`config.mk`:
```
export PLATFORM = sky130hd
export DESIGN_NAME = banked_sp_ram_flat
export DESIGN_NICKNAME = d
export VERILOG_FILES = /design/src/rtl/banked_sp_ram_pkg.sv /design/src/rtl/banked_sp_ram_if.sv /design/src/rtl/banked_sp_ram_rr_arbiter.sv /design/src/rtl/banked_sp_ram_single_port_ram.sv /design/src/rtl/banked_sp_ram.sv /design/src/flat_wrapper.sv
export SDC_FILE = /design/constraint.sdc
export NUM_CORES = 2
export LEC_CHECK = 0
export ABC_AREA = 0
export CAP_MARGIN = 10
export CORE_MARGIN = 3
export CORE_UTILIZATION = 35
export DETAILED_ROUTE_END_ITERATION = 10
export SLEW_MARGIN = 10
export SYNTH_ARGS = -nofsm -noshare
export SYNTH_HDL_FRONTEND = slang
export SYNTH_SLANG_ARGS = --single-unit
```
`constraint.sdc`:
```
create_clock -name clk -period 2.6 [get_ports clk]
set_input_delay 0.52 -clock clk [delete_from_list [all_inputs] [get_ports clk]]
set_output_delay 0.52 -clock clk [all_outputs]
set_load 0.01 [all_outputs]
```
`src/rtl/banked_sp_ram_pkg.sv`:
```
// Shared widths and types for the banked single-port RAM slice.
package banked_sp_ram_pkg;

  localparam int unsigned DEF_DATA_WIDTH   = 8;
  localparam int unsigned DEF_RAM_DEPTH    = 256;
  localparam int unsigned DEF_NUM_BANKS    = 4;
  localparam int unsigned DEF_NUM_PORTS    = 2;
  localparam int unsigned DEF_LB_RAM_DEPTH = $clog2(DEF_RAM_DEPTH);
  localparam int unsigned DEF_LB_BANKS     = $clog2(DEF_NUM_BANKS);
  localparam int unsigned DEF_BANK_DEPTH   = DEF_RAM_DEPTH / DEF_NUM_BANKS;

  // One requester's access as presented on the bus
  typedef struct packed {
    logic                        wr_en;
    logic [DEF_LB_RAM_DEPTH-1:0] addr;
    logic [DEF_DATA_WIDTH-1:0]   din;
  } port_req_t;

  // Pointer width that stays legal for a single requester
  function automatic int unsigned ptr_width(input int unsigned n);
    return (n > 1) ? $clog2(n) : 1;
  endfunction

endpackage

```
`src/rtl/banked_sp_ram_if.sv`:
```
// Per-port request/response bus of the banked RAM.
interface banked_sp_ram_if
  import banked_sp_ram_pkg::*;
#(
  parameter int unsigned DATA_WIDTH = DEF_DATA_WIDTH,
  parameter int unsigned RAM_DEPTH  = DEF_RAM_DEPTH,
  parameter int unsigned NUM_PORTS  = DEF_NUM_PORTS
);
  localparam int unsigned LB_RAM_DEPTH = $clog2(RAM_DEPTH);

  logic [NUM_PORTS-1:0]                   req;
  logic [NUM_PORTS-1:0]                   wr_en;
  logic [NUM_PORTS-1:0][LB_RAM_DEPTH-1:0] addr;
  logic [NUM_PORTS-1:0][DATA_WIDTH-1:0]   din;
  logic [NUM_PORTS-1:0]                   gnt;
  logic [NUM_PORTS-1:0]                   rd_valid;
  logic [NUM_PORTS-1:0][DATA_WIDTH-1:0]   dout;

  modport master (output req, wr_en, addr, din, input gnt, rd_valid, dout);
  modport slave  (input req, wr_en, addr, din, output gnt, rd_valid, dout);
endinterface

```
`src/rtl/banked_sp_ram_rr_arbiter.sv`:
```
// Per-bank round-robin arbiter: one-hot grant, priority starts at the pointer.
module rr_arbiter
  import banked_sp_ram_pkg::*;
#(
  parameter int unsigned NUM_PORTS = DEF_NUM_PORTS
) (
  input  logic                 clk,
  input  logic                 rst_n,
  input  logic [NUM_PORTS-1:0] req,
  output logic [NUM_PORTS-1:0] gnt
);
  localparam int unsigned PTR_W = ptr_width(NUM_PORTS);

  logic [PTR_W-1:0] ptr;
  logic [PTR_W-1:0] sel;
  logic [PTR_W-1:0] cand;
  logic             found;

  // Grant the first requester at or after the pointer, wrapping around
  always_comb begin
    gnt   = '0;
    sel   = '0;
    cand  = '0;
    found = 1'b0;
    for (int unsigned i = 0; i < NUM_PORTS; i++) begin
      cand = PTR_W'((32'(ptr) + i) % NUM_PORTS);
      if (!found && req[cand]) begin
        found     = 1'b1;
        sel       = cand;
        gnt[cand] = 1'b1;
      end
    end
  end

  // Priority moves to the port after the one just granted
  always_ff @(posedge clk) begin
    if (!rst_n) begin
      ptr <= '0;
    end else if (found) begin
      ptr <= PTR_W'((32'(sel) + 1) % NUM_PORTS);
    end
  end

endmodule

```
`src/rtl/banked_sp_ram_single_port_ram.sv`:
```
// One bank: registered inputs, registered output, two-edge read latency.
module single_port_RAM
  import banked_sp_ram_pkg::*;
#(
  parameter  int unsigned DATA_WIDTH = DEF_DATA_WIDTH,
  parameter  int unsigned RAM_DEPTH  = DEF_BANK_DEPTH,
  localparam int unsigned AW         = (RAM_DEPTH > 1) ? $clog2(RAM_DEPTH) : 1
) (
  input  logic                  clk,
  input  logic                  rst_n,
  input  logic                  en,
  input  logic                  we,
  input  logic [AW-1:0]         addr,
  input  logic [DATA_WIDTH-1:0] din,
  output logic [DATA_WIDTH-1:0] dout
);
  logic                  en_r;
  logic                  we_r;
  logic [AW-1:0]         addr_r;
  logic [DATA_WIDTH-1:0] din_r;
  logic [DATA_WIDTH-1:0] mem [RAM_DEPTH];

  // Input capture; only the strobes need clearing on reset
  always_ff @(posedge clk) begin
    if (!rst_n) begin
      en_r <= 1'b0;
      we_r <= 1'b0;
    end else begin
      en_r <= en;
      we_r <= we;
    end
    addr_r <= addr;
    din_r  <= din;
  end

  // Array access one edge after capture; a reset edge blocks both write and read
  always_ff @(posedge clk) begin
    if (rst_n && en_r) begin
      if (we_r) mem[addr_r] <= din_r;
      else      dout        <= mem[addr_r];
    end
  end

endmodule

```
`src/rtl/banked_sp_ram.sv`:
```
// Multi-port RAM built from word-interleaved single-port banks.
module banked_sp_ram
  import banked_sp_ram_pkg::*;
#(
  parameter int unsigned DATA_WIDTH = DEF_DATA_WIDTH,
  parameter int unsigned RAM_DEPTH  = DEF_RAM_DEPTH,
  parameter int unsigned NUM_BANKS  = DEF_NUM_BANKS,
  parameter int unsigned NUM_PORTS  = DEF_NUM_PORTS
) (
  input  logic          clk,
  input  logic          rst_n,
  banked_sp_ram_if.slave bus
);
  localparam int unsigned LB_RAM_DEPTH = $clog2(RAM_DEPTH);
  localparam int unsigned LB_BANKS     = $clog2(NUM_BANKS);
  localparam int unsigned BANK_DEPTH   = RAM_DEPTH / NUM_BANKS;
  localparam int unsigned ROW_W        = (LB_RAM_DEPTH > LB_BANKS) ? LB_RAM_DEPTH - LB_BANKS : 1;

  logic [NUM_BANKS-1:0][NUM_PORTS-1:0]  bank_req;
  logic [NUM_BANKS-1:0][NUM_PORTS-1:0]  bank_gnt;
  logic [NUM_BANKS-1:0][DATA_WIDTH-1:0] bank_q;
  logic [NUM_PORTS-1:0]                 gnt;
  logic [NUM_PORTS-1:0]                 rd_v1, rd_v2, rd_valid;
  logic [NUM_PORTS-1:0][LB_BANKS-1:0]   rd_b1, rd_b2;
  logic [NUM_PORTS-1:0][DATA_WIDTH-1:0] dout;

  // Route each port's request to the bank its low address bits select; nothing requests in reset
  always_comb begin
    bank_req = '0;
    for (int unsigned b = 0; b < NUM_BANKS; b++) begin
      for (int unsigned p = 0; p < NUM_PORTS; p++) begin
        bank_req[b][p] = rst_n && bus.req[p] && (bus.addr[p][LB_BANKS-1:0] == LB_BANKS'(b));
      end
    end
  end

  // A port is granted when the bank it addresses picked it
  always_comb begin
    gnt = '0;
    for (int unsigned b = 0; b < NUM_BANKS; b++) gnt |= bank_gnt[b];
  end

  for (genvar b = 0; b < NUM_BANKS; b++) begin : g_bank
    logic                  en;
    logic                  we;
    logic [ROW_W-1:0]      row;
    logic [DATA_WIDTH-1:0] wdata;

    rr_arbiter #(.NUM_PORTS(NUM_PORTS)) u_arb (
      .clk   (clk),
      .rst_n (rst_n),
      .req   (bank_req[b]),
      .gnt   (bank_gnt[b])
    );

    // Steer the granted port's access into this bank
    always_comb begin
      en    = |bank_gnt[b];
      we    = 1'b0;
      row   = '0;
      wdata = '0;
      for (int unsigned p = 0; p < NUM_PORTS; p++) begin
        if (bank_gnt[b][p]) begin
          we    = bus.wr_en[p];
          row   = ROW_W'(bus.addr[p] >> LB_BANKS);
          wdata = bus.din[p];
        end
      end
    end

    single_port_RAM #(.DATA_WIDTH(DATA_WIDTH), .RAM_DEPTH(BANK_DEPTH)) u_ram (
      .clk   (clk),
      .rst_n (rst_n),
      .en    (en),
      .we    (we),
      .addr  (row),
      .din   (wdata),
      .dout  (bank_q[b])
    );
  end

  // Track which bank each accepted read went to and pick its data up two edges later
  always_ff @(posedge clk) begin
    if (!rst_n) begin
      rd_v1    <= '0;
      rd_v2    <= '0;
      rd_valid <= '0;
      rd_b1    <= '0;
      rd_b2    <= '0;
      dout     <= '0;
    end else begin
      rd_v1    <= gnt & ~bus.wr_en;
      rd_v2    <= rd_v1;
      rd_valid <= rd_v2;
      rd_b2    <= rd_b1;
      for (int unsigned p = 0; p < NUM_PORTS; p++) begin
        rd_b1[p] <= bus.addr[p][LB_BANKS-1:0];
        if (rd_v2[p]) dout[p] <= bank_q[rd_b2[p]];
      end
    end
  end

  assign bus.gnt      = gnt;
  assign bus.rd_valid = rd_valid;
  assign bus.dout     = dout;

endmodule

```
`src/flat_wrapper.sv`:
```
// flat-port wrapper written by rule: the top's interface ports become plain ports
module banked_sp_ram_flat import banked_sp_ram_pkg::*;
#(
  parameter int unsigned DATA_WIDTH = DEF_DATA_WIDTH,
  parameter int unsigned RAM_DEPTH  = DEF_RAM_DEPTH,
  parameter int unsigned NUM_BANKS  = DEF_NUM_BANKS,
  parameter int unsigned NUM_PORTS  = DEF_NUM_PORTS
)
  (clk, rst_n, bus_req, bus_wr_en, bus_addr, bus_din, bus_gnt, bus_rd_valid, bus_dout);
  banked_sp_ram_if #(.DATA_WIDTH(DATA_WIDTH), .RAM_DEPTH(RAM_DEPTH), .NUM_PORTS(NUM_PORTS)) bus_i ();
  input  logic clk;
  input  logic rst_n;
  input wire logic [$bits(bus_i.req)-1:0] bus_req;
  input wire logic [$bits(bus_i.wr_en)-1:0] bus_wr_en;
  input wire logic [$bits(bus_i.addr)-1:0] bus_addr;
  input wire logic [$bits(bus_i.din)-1:0] bus_din;
  output wire logic [$bits(bus_i.gnt)-1:0] bus_gnt;
  output wire logic [$bits(bus_i.rd_valid)-1:0] bus_rd_valid;
  output wire logic [$bits(bus_i.dout)-1:0] bus_dout;
  assign bus_i.req = bus_req;
  assign bus_i.wr_en = bus_wr_en;
  assign bus_i.addr = bus_addr;
  assign bus_i.din = bus_din;
  assign bus_gnt = bus_i.gnt;
  assign bus_rd_valid = bus_i.rd_valid;
  assign bus_dout = bus_i.dout;
  banked_sp_ram #(.DATA_WIDTH(DATA_WIDTH), .RAM_DEPTH(RAM_DEPTH), .NUM_BANKS(NUM_BANKS), .NUM_PORTS(NUM_PORTS)) u_core (.clk(clk), .rst_n(rst_n), .bus(bus_i));
endmodule
```
==> results_dict.tcl <==
set metrics [dict create \
    status "finished, violations left" \
    violations "negative setup slack" \
    wl_per_cell_um 26.8 \
    final-setup-viol-count 1 \
    root_buffer "clkbuf_16" \
    post-place-ws_ps -502 \
    gp_congestion 0.926 \
    area_delta_synth_final_pct 24.7 \
    worst-setup-path-type "flip-flop to flip-flop" \
    die_area_mm2 0.245 \
    ys_seq_area_frac 0.770 \
    ys_types 66 \
    detail-route-antenna-nets 0 \
    htree_levels 4 \
    synth-edff-count 2080 \
    hpwl_um 168000 \
    peakVddDrop_mv 0.706 \
    port_buffers 57 \
    routed-via-count 52900 \
    cp_cell_sequence "buf_12, and2_2, buf_6, a22oi_1, o32ai_1, nor4_1, buf_4, nand4_1, a211o_1" \
    globalRouteOverflowTotal 0 \
    critPathRequiredTime_ps 3160 \
    yosys_register_bits 2178 \
    syn_avg_cell_area_um2 16.4 \
    fmax_ghz 0.380 \
    clkSinkCount 2178 \
    power.density_mw_per_mm2 696 \
    synth.area.top_cells "edfxtp_1, a22oi_1, a221oi_1" \
    path_clk_slew_ps 60 \
    core_mm2 0.237 \
    drc 0 \
    clock_latency_ps 860 \
    period_share 1.01 \
    dp.cells 8935 \
    critPathCaptureType "flip-flop" \
    drt_wl_total_um 252000 \
    start_kind "flip-flop" \
    boundaryPins 58 \
    arrival_ps 3190 \
    crit_slowest_cell "dfxtp_4" \
    hold_viol_final 0 \
    fp.dieW_um 495 \
    cp_max_fo 12 \
    first_iter_violations 6125 \
    slew_viol_final 0 \
    grtUsageTotal 0.199 \
    utilization 0.441 \
    dr_wl_met3_um 18300 \
    drtPass1Iterations 6 \
    async_reset_ff_frac 0 \
    cts_tree "done" \
    cts_made_buffers 216 \
    yosysTopAreaCell "edfxtp_1" \
    layout_setup_ws_ps -33.9 \
    wl_met2_um 122000 \
    yosys_warnings 0 \
    grt_max_degree 65 \
    p_leak_nw 38.3 \
    synthesis.nets 5142 \
    n_fill_cell 20700 \
    finalPower_mw 72.6 \
    cp_slowest_stage_delay_ps 370 \
    syn_area_mm2 0.0837 \
    num_rows 178 \
    holdWs_ps 148 \
    instances_no_fill 9380 \
    antenna_found_initial 8 \
    fin_crit_ps 2630 \
    first_global_vias 52400 \
    rsz0062_at_grt "true" \
    highest_layer "met4" \
    nNetsFinal 6078 \
    drive_gt1_frac 0.280 \
    synth_top_area_share 0.746 \
    min_path_type "input pin to flip-flop" \
    start_util 0.354 \
    netlist_instances 5104 \
    tightest_slew_ps 993 \
    clock_skew_ps 31.5 \
    fp.dieH_um 495 \
    ys.flop_type "edfxtp_1" \
    slew_headroom 0.338 \
    viasPerCell 5.64 \
    clockBufferDepth 3 \
    grt_pass1_wl_um 363000 \
    maxCapViolations 0 \
    m1WireLength_um 101000 \
]
[metrics by stage]
| step | area (µm²) | setup TNS, ps |
|---|---|---|
| finish | 104000 | -33.9 |
| global route | 104000 | -398 |
| CTS | 103000 | -46.0 |
| detailed placement | 95600 | -3030 |
| global placement | 95600 | -2770 |
| floorplan | 83700 | 0 |
[layout by cell type, fill, tap and decap left out, types with 22 or more instances in the layout]
cell type	n
a21oi_1	172
a22oi_2	39
nand2_1	127
clkinv_1	61
clkinv_2	37
nor2b_1	22
o221ai_1	43
clkbuf_16	227
mux2i_1	97
a221oi_2	40
nor2_1	376
mux4_2	33
clkbuf_1	32
mux2_2	84
buf_6	34
a221oi_1	265
a22oi_1	388
clkdlybuf4s50_1	48
dfxtp_2	36
edfxtp_1	2080
o22ai_1	90
buf_12	104
a221o_1	34
nand3_1	33
buf_4	910
o21ai_1	38
o21ai_0	127
a22o_1	131
nor3_1	33
bufinv_16	28
dfxtp_1	50
[critical path: cells and delay by family (launching register included)]
family / cells / cell delay (ps)
AND/OR/NAND/NOR: 3 / 600
flip-flops: 1 / 370
buffers and inverters: 3 / 490
AO/OA/AOI/OAI: 3 / 870
[cells by family (layout without fill, tap and decap cells)]
kind of cell           count (synthesis)  after routing  synth area share
other                                  0              3                 0
AO/OA/AOI/OAI                       1533           1533             0.135
flip-flops                          2178           2178             0.770
AND/OR/NAND/NOR                      760            761            0.0413
multiplexers                         223            223            0.0333
buffers and inverters                410           1532            0.0212
[sequential cells by signal, indices dropped and copies added, names as in the netlist, named ones only]
name	count
u_core.bus.dout	16
u_core.bus.rd_valid	2
u_core.g_bank.u_ram.addr_r	24
u_core.g_bank.u_ram.din_r	32
u_core.g_bank.u_ram.dout	32
u_core.g_bank.u_ram.en_r	4
u_core.g_bank.u_ram.mem	2048
u_core.g_bank.u_ram.we_r	4
u_core.rd_b1	4
u_core.rd_b2	4
u_core.rd_v1	2
u_core.rd_v2	2
[Yosys cell counts, drive strengths merged (20+ instances only)]
library cell     n
a221oi         311
o21ai          170
nor2           390
edfxtp        2080
clkbuf         246
a22oi          427
mux4            33
buf            150
a21oi          190
nor2b           38
o22ai           94
o221ai          43
dfxtp           98
nand2          130
mux2            93
nor3            37
or4             20
and2            21
nand3           34
a221o           34
mux2i           97
o211ai          20
a22o           131
[layout make-up]
class	instances	area, µm²	share of cell area
Sequential cell	2178	64500	0.618
Clock buffer	259	5760	0.0551
Tap cell	3150	3940	0.0378
Inverter	14	56.3	0.000539
Antenna cell	3	7.51	0.0000719
Timing Repair Buffer	1113	10000	0.0960
Clock inverter	146	1460	0.0140
Multi-Input combinational cell	2517	18600	0.178
[timing repair]
| item | in CTS | in global routing |
|---|---|---|
| hold buffers | 0 | 0 |
| resized for setup | 109 | 183 |
| pin swaps | 16 | 39 |
| buffers inserted | 15 | 17 |
| cloned | 2 | 4 |
| endpoints found under the setup margin | 31 | 33 |
[report_power, final]
part           internal, mW  switching (mW)
clock                  18.5            13.2
sequential             38.2           0.209
combinational         0.927            1.54
[final timing paths]
path	from	to	slack (ps)	cells after the start
worst max-delay path	u_core.g_bank[2].u_ram.addr_r[0]	u_core.g_bank[2].u_ram.dout[2]	-30	9
worst min-delay path	rst_n	u_core.g_bank[2].u_ram.en_r	150	3
worst max register to register	u_core.g_bank[2].u_ram.addr_r[0]	u_core.g_bank[2].u_ram.dout[2]	-30	9
worst min register to register	u_core.rd_v1[0]	u_core.rd_v2[0]	440	1
[routing by layer]
metal | GRT usage | vias up
li1 | - | 22900
met1 | 0.266 | 27100
met2 | 0.328 | 2405
met3 | 0.0289 | 468
met4 | 0.0771 | 0
met5 | 0 | -
(Power assumes the default switching activity.)
